### config.mk
export PLATFORM = sky130hd
export DESIGN_NAME = mem_access_ctrl_flat
export DESIGN_NICKNAME = d
export VERILOG_FILES = /design/src/rtl/mem_access_ctrl_if.sv /design/src/rtl/mem_access_ctrl.sv /design/src/flat_wrapper.sv
export SDC_FILE = /design/constraint.sdc
export NUM_CORES = 1
export LEC_CHECK = 0
export CAP_MARGIN = 20
export CORE_MARGIN = 1
export CORE_UTILIZATION = 48
export CTS_CLUSTER_DIAMETER = 50
export DETAILED_ROUTE_END_ITERATION = 6
export MAX_ROUTING_LAYER = met4
export PLACE_DENSITY_LB_ADDON = 0.1
export REMOVE_ABC_BUFFERS = 1
export SYNTH_ARGS = -nofsm -noshare
export SYNTH_HDL_FRONTEND = slang
export SYNTH_SLANG_ARGS = --single-unit
### constraint.sdc
create_clock -name clk -period 3.73 [get_ports clk]
set_input_delay 0.373 -clock clk [delete_from_list [all_inputs] [get_ports clk]]
set_output_delay 0.373 -clock clk [all_outputs]
set_load 0.02 [all_outputs]
### src/rtl/mem_access_ctrl_if.sv
// Request/response and word-wide memory port bundle for mem_access_ctrl.
// The master modport is the requester/memory side; the controller uses slave.
interface mem_access_ctrl_if;
  logic        req_valid;
  logic        req_ready;
  logic        req_write;
  logic [1:0]  req_size;
  logic        req_unsigned;
  logic [31:0] req_addr;
  logic [31:0] req_wdata;
  logic        rsp_valid;
  logic [31:0] rsp_rdata;
  logic        rsp_err;
  logic [31:0] mem_addr;
  logic        mem_wr;
  logic [31:0] mem_wdata;
  logic [31:0] mem_rdata;

  modport master (
    output req_valid, req_write, req_size, req_unsigned, req_addr, req_wdata, mem_rdata,
    input  req_ready, rsp_valid, rsp_rdata, rsp_err, mem_addr, mem_wr, mem_wdata
  );

  modport slave (
    input  req_valid, req_write, req_size, req_unsigned, req_addr, req_wdata, mem_rdata,
    output req_ready, rsp_valid, rsp_rdata, rsp_err, mem_addr, mem_wr, mem_wdata
  );
endinterface

### src/rtl/mem_access_ctrl.sv
// Load/store sequencer for one shared word memory port; load rsp at T+MEM_LAT+1, partial store RMW at T+MEM_LAT+2.
// One request at a time (req_ready only in IDLE); MEM_ACCESS_CTRL_PERF_EN adds perf_acc/perf_wait counters.
module mem_access_ctrl #(
  parameter int MEM_LAT = 2  // legal 1..15
) (
  input  logic                clk,
  input  logic                reset,
  mem_access_ctrl_if.slave    bus,
  output logic                busy,
  output logic [2:0]          state
`ifdef MEM_ACCESS_CTRL_PERF_EN
  ,
  output logic [15:0]         perf_acc,
  output logic [15:0]         perf_wait
`endif
);

  typedef enum logic [2:0] {
    IDLE  = 3'd0,
    READ  = 3'd1,
    WRITE = 3'd2,
    RESP  = 3'd3
  } stateT;

  localparam logic [3:0] LatCnt = 4'(MEM_LAT);

  stateT       curState, nextState;
  logic        latWrite, latUnsigned, latErr;
  logic [1:0]  latSize;
  logic [31:0] latAddr, latWdata, wordBuf;
  logic [3:0]  waitCnt;
  logic        accept, reqErr;
  logic [31:0] mergeWord, loadData;
  logic [7:0]  laneByte;
  logic [15:0] laneHalf;

  assign accept = bus.req_valid && (curState == IDLE);

  always_comb begin
    reqErr = (bus.req_size == 2'b11) ||
             (bus.req_size == 2'b01 && bus.req_addr[0]) ||
             (bus.req_size == 2'b10 && bus.req_addr[1:0] != 2'b00);
  end

  always_ff @(posedge clk) begin
    if (reset) begin
      curState    <= IDLE;
      waitCnt     <= 4'd0;
      wordBuf     <= 32'd0;
      latWrite    <= 1'b0;
      latUnsigned <= 1'b0;
      latErr      <= 1'b0;
      latSize     <= 2'b00;
      latAddr     <= 32'd0;
      latWdata    <= 32'd0;
    end else begin
      curState <= nextState;
      if (accept) begin
        latWrite    <= bus.req_write;
        latUnsigned <= bus.req_unsigned;
        latErr      <= reqErr;
        latSize     <= bus.req_size;
        latAddr     <= bus.req_addr;
        latWdata    <= bus.req_wdata;
        waitCnt     <= LatCnt;
      end else if (curState == READ) begin
        waitCnt <= waitCnt - 4'd1;
        if (waitCnt == 4'd1) begin
          wordBuf <= bus.mem_rdata;
        end
      end
    end
  end

  always_comb begin
    nextState = curState;
    case (curState)
      IDLE: begin
        if (bus.req_valid) begin
          if (reqErr) begin
            nextState = RESP;
          end else if (bus.req_write && bus.req_size == 2'b10) begin
            nextState = WRITE;
          end else begin
            nextState = READ;
          end
        end
      end
      READ: begin
        // <=1 guards a corrupted counter from stranding the FSM in READ
        if (waitCnt <= 4'd1) begin
          nextState = latWrite ? WRITE : RESP;
        end
      end
      WRITE:   nextState = RESP;
      RESP:    nextState = IDLE;
      default: nextState = IDLE;
    endcase
  end

  always_comb begin
    mergeWord = wordBuf;
    if (latSize == 2'b00) begin
      mergeWord[{latAddr[1:0], 3'b000} +: 8] = latWdata[7:0];
    end else if (latSize == 2'b01) begin
      mergeWord[{latAddr[1], 4'b0000} +: 16] = latWdata[15:0];
    end
  end

  always_comb begin
    laneByte = wordBuf[{latAddr[1:0], 3'b000} +: 8];
    laneHalf = wordBuf[{latAddr[1], 4'b0000} +: 16];
    case (latSize)
      2'b00:   loadData = latUnsigned ? {24'd0, laneByte} : {{24{laneByte[7]}}, laneByte};
      2'b01:   loadData = latUnsigned ? {16'd0, laneHalf} : {{16{laneHalf[15]}}, laneHalf};
      2'b10:   loadData = wordBuf;
      default: loadData = 32'd0;
    endcase
  end

  // Memory strobe is a pure state decode so a WRITE overlapping reset still lands.
  assign bus.mem_wr    = (curState == WRITE);
  assign bus.mem_wdata = (curState != WRITE) ? 32'd0 :
                         (latSize == 2'b10)  ? latWdata : mergeWord;
  assign bus.mem_addr  = (curState == READ || curState == WRITE) ? {latAddr[31:2], 2'b00} : 32'd0;

  assign bus.req_ready = (curState == IDLE);
  assign busy          = (curState != IDLE);
  assign state         = curState;

  assign bus.rsp_valid = (curState == RESP);
  assign bus.rsp_err   = (curState == RESP) && latErr;
  assign bus.rsp_rdata = (curState == RESP && !latErr && !latWrite) ? loadData : 32'd0;

`ifdef MEM_ACCESS_CTRL_PERF_EN
  always_ff @(posedge clk) begin
    if (reset) begin
      perf_acc  <= 16'd0;
      perf_wait <= 16'd0;
    end else begin
      if (curState == RESP && !latErr && perf_acc != 16'hFFFF) begin
        perf_acc <= perf_acc + 16'd1;
      end
      if (curState == READ && perf_wait != 16'hFFFF) begin
        perf_wait <= perf_wait + 16'd1;
      end
    end
  end
`endif

endmodule

### src/flat_wrapper.sv
// flat-port wrapper written by rule: the top's interface ports become plain ports
module mem_access_ctrl_flat 
#(
  parameter int MEM_LAT = 2                
)
  (clk, reset, busy, state, bus_req_valid, bus_req_write, bus_req_size, bus_req_unsigned, bus_req_addr, bus_req_wdata, bus_mem_rdata, bus_req_ready, bus_rsp_valid, bus_rsp_rdata, bus_rsp_err, bus_mem_addr, bus_mem_wr, bus_mem_wdata);
  mem_access_ctrl_if bus_i ();
  input  logic clk;
  input  logic reset;
  output logic busy;
  output logic [2:0] state;
  input wire logic [$bits(bus_i.req_valid)-1:0] bus_req_valid;
  input wire logic [$bits(bus_i.req_write)-1:0] bus_req_write;
  input wire logic [$bits(bus_i.req_size)-1:0] bus_req_size;
  input wire logic [$bits(bus_i.req_unsigned)-1:0] bus_req_unsigned;
  input wire logic [$bits(bus_i.req_addr)-1:0] bus_req_addr;
  input wire logic [$bits(bus_i.req_wdata)-1:0] bus_req_wdata;
  input wire logic [$bits(bus_i.mem_rdata)-1:0] bus_mem_rdata;
  output wire logic [$bits(bus_i.req_ready)-1:0] bus_req_ready;
  output wire logic [$bits(bus_i.rsp_valid)-1:0] bus_rsp_valid;
  output wire logic [$bits(bus_i.rsp_rdata)-1:0] bus_rsp_rdata;
  output wire logic [$bits(bus_i.rsp_err)-1:0] bus_rsp_err;
  output wire logic [$bits(bus_i.mem_addr)-1:0] bus_mem_addr;
  output wire logic [$bits(bus_i.mem_wr)-1:0] bus_mem_wr;
  output wire logic [$bits(bus_i.mem_wdata)-1:0] bus_mem_wdata;
  assign bus_i.req_valid = bus_req_valid;
  assign bus_i.req_write = bus_req_write;
  assign bus_i.req_size = bus_req_size;
  assign bus_i.req_unsigned = bus_req_unsigned;
  assign bus_i.req_addr = bus_req_addr;
  assign bus_i.req_wdata = bus_req_wdata;
  assign bus_i.mem_rdata = bus_mem_rdata;
  assign bus_req_ready = bus_i.req_ready;
  assign bus_rsp_valid = bus_i.rsp_valid;
  assign bus_rsp_rdata = bus_i.rsp_rdata;
  assign bus_rsp_err = bus_i.rsp_err;
  assign bus_mem_addr = bus_i.mem_addr;
  assign bus_mem_wr = bus_i.mem_wr;
  assign bus_mem_wdata = bus_i.mem_wdata;
  mem_access_ctrl #(.MEM_LAT(MEM_LAT)) u_core (.clk(clk), .reset(reset), .bus(bus_i), .busy(busy), .state(state));
endmodule
==> results.cfg <==
[floorplan]
ios = 207
die-area_um2 = 11900
coreArea_um2 = 11000
num_rows = 38
initial_core_util_pct = 49.9
die_w_um = 109
die_height_um = 109

[placed_design]
port_buffers = 203
dpl_worst_slack_ns = 0.555
place_hpwl_mm = 13.0
gp_congestion = 0.915
placed_area_um2 = 7620

[logic_synthesis]
ys_types = 57
async_flop_share_pct = 0
ys_ff_latch = 107
yosysMostFrequentCell = dfxtp_1
synth-main-ff-cell = dfxtp_1
synth_cells = 638
synth_area_um2 = 5480
synth_top_area_share_pct = 39.1
synth-seq-area-share_pct = 39.1
synthTopCellsByCount = dfxtp_1 (107), nand2_1 (95), a22o_1 (66)
ys.warnings.count = 0
synth_edf_count = 0
synth.top_cells.by_area = dfxtp_1 (39%), a22o_1 (11%), nand2_1 (6.5%)
synth_top_cell_by_area = dfxtp_1
synth_area_per_cell_um2 = 8.60

[clock_tree]
cts.root.buffer_cell = clkbuf_16
htreeDepth = 3
clk_latency_ns = 0.35
postCtsSetupBuffers = 0
cts_made_buffers = 9
clk_pin_slew_ns = 0.07
cts_hold_buffers = 0
cts.sinks = 107
cts_tree = yes
clockBufferDepth = 2
cts_resized = 0

[setup_path]
slowest_stage = dfxtp_1
critPathCaptureType = primary output
cpPeakStageDelay_ns = 0.77
ff2ff_setup_slack_ns = 1.71
start_kind = register
cp_max_fo = 20
crit_arrival_ns = 3.20
cp.buffers_inverters = 1
critPathRequiredTime_ns = 3.36
worstPathCellList = or2_1 > nor4_4 > a21oi_2 > a21oi_1 > clkdlybuf4s50_1
critPathTopFamily = flip-flops
path_class = reg -> out

[sta]
fin_crit_sh_pct = 95.7
finClkSkew_ns = 0.00582
worst_slew_pin_slew_ns = 0.950
finalHoldViolCount = 0
rsz0062_at_grt = false
finalCriticalPeriod_ns = 3.57
slew-limit-headroom_pct = 36.7
tns_ns = 0
finalSetupViolCount = 0
finalMaxSlewViolations = 0
fmax_mhz = 280
setup_slack_ns = 0.161

[pwr]
clkPwrFrac_pct = 24.1
p_switching_mw = 1.55
combPwrFrac_pct = 39.6
p_leak_nw = 2.81
p_seq_share_pct = 36.3
ir_drop_mv = 0.522
netSwitchingFraction_pct = 37.8
power.density_nw_per_um2 = 516
intPower_mw = 2.54

[cells_and_area]
drive_above_1_share_pct = 6.84
antenna_cells = 0
nets = 928
final_area_um2 = 7930
syn_to_final_growth_pct = 44.6

[detailed_routing]
drt-total-wl_mm = 18.1
via_per_inst = 5.99
post_drt_wl_per_cell_um = 18.9
drt_iter0_markers = 541
first_pass_iters = 7
drc = 14
ant_nets = 0
vias = 5742

[global_route]
grt_max_degree = 56
grt_antenna_before_repair = 0
grt_pass1_vias = 5476
overflow = 0
grt_pass1_wl_mm = 28.1
grt_usage_pct = 31.7

[run_status]
violations = design-rule violations
status = finished, violations left

[run]
drv_cap = 0

[min_path]
hold_class = reg -> reg
[cell usage in the layout, fill, tap and decap left out, types with 3 or more instances in the layout]
| cell type | netlist | final |
|---|---|---|
| a221o_1 | 3 | 3 |
| nor3_1 | 13 | 13 |
| clkbuf_16 | 0 | 9 |
| nand2b_1 | 4 | 4 |
| o21ai_0 | 22 | 22 |
| ha_1 | 11 | 11 |
| mux2i_1 | 15 | 15 |
| clkdlybuf4s50_1 | 0 | 203 |
| nor2b_1 | 7 | 6 |
| mux2_2 | 8 | 8 |
| a222oi_1 | 7 | 7 |
| dfxtp_1 | 107 | 107 |
| a21oi_1 | 63 | 62 |
| o32ai_1 | 4 | 4 |
| buf_4 | 4 | 15 |
| conb_1 | 1 | 3 |
| and2_1 | 31 | 31 |
| inv_1 | 10 | 10 |
| a22oi_1 | 8 | 8 |
| a221oi_1 | 19 | 19 |
| a211oi_1 | 10 | 10 |
| and3_1 | 3 | 3 |
| nand3_1 | 4 | 4 |
| nand2_1 | 95 | 95 |
| nor2_1 | 31 | 30 |
| a22o_1 | 66 | 66 |
| a32o_1 | 5 | 5 |
[sequential cells by signal, indices dropped and copies added (netlist names)]
name                flops
u_core.wordBuf         32
u_core.state            2
u_core.latErr           1
u_core.latAddr         32
u_core.latUnsigned      1
u_core.waitCnt          4
u_core.latSize          2
u_core.latWrite         1
u_core.latWdata        32
[logic make-up (layout without fill, tap and decap cells)]
| logic type | Yosys count | in the layout | synth area share [%] |
|---|---|---|---|
| and+or+nand+nor | 201 | 201 | 18.0 |
| AOI/OAI and AO/OA | 224 | 224 | 30.0 |
| other | 1 | 3 | 0.0684 |
| DFF | 107 | 107 | 39.1 |
| muxes | 23 | 23 | 4.38 |
| buffers and inverters | 68 | 247 | 5.43 |
| adders and majority gates | 11 | 11 | 2.51 |
| xor gates and xnor gates | 3 | 3 | 0.479 |
[worst min-delay path, cell delays in order, from the launching register on]
cell,delay [ns]
dfxtp_1,0.33
nand2_1,0.06
nand2_1,0.04
[per-layer routing]
layer | global-route usage (%) | part of all wire (%) | up-vias
met1 | 40.1 | 43 | 2715
met2 | 50.8 | 47 | 295
met4 | 11.1 | 2.1 | 0
met5 | - | 0 | -
li1 | - | - | 2695
met3 | 5.38 | 7.8 | 37
[power by group through the flow]
stage / logic [mW] / clock network [mW] / registers [mW]
CTS: 1.61 / 0.995 / 1.48
detailed placement: 1.60 / 0 / 1.50
global placement: 1.58 / 0 / 1.49
finish: 1.62 / 0.986 / 1.48
global route: 1.75 / 1.04 / 1.50
floorplan: 0.936 / 0 / 1.47
[final timing paths]
path         depth (start not counted)            endpoint               from
max                                  5   bus_rsp_rdata[16]  u_core.latSize[1]
min                                  2       u_core.latErr      u_core.latErr
max reg2reg                          5  u_core.latAddr[14]    u_core.state[0]
min reg2reg                          2       u_core.latErr      u_core.latErr
[stage by stage]
stage | hold WS (ns) | util (%) | total power [mW] | instances
floorplan | 0.427 | - | 2.40 | 584
global placement | 0.441 | 69.4 | 3.07 | 943
detailed placement | 0.457 | 69.4 | 3.10 | 943
CTS | 0.472 | 72.2 | 4.09 | 959
global route | 0.487 | 72.2 | 4.29 | 959
finish | 0.468 | 72.2 | 4.09 | 959
[area by class of cell]
class	count	area [um2]
clock buffers	9	225
clock inverters	7	85.1
well taps	140	175
flip-flops and latches	107	2140
inverters	12	47.5
multi-input cells	465	3090
repair buffers	219	2160
fillers	899	3060
No activity file was read; power rests on OpenSTA's default activity.
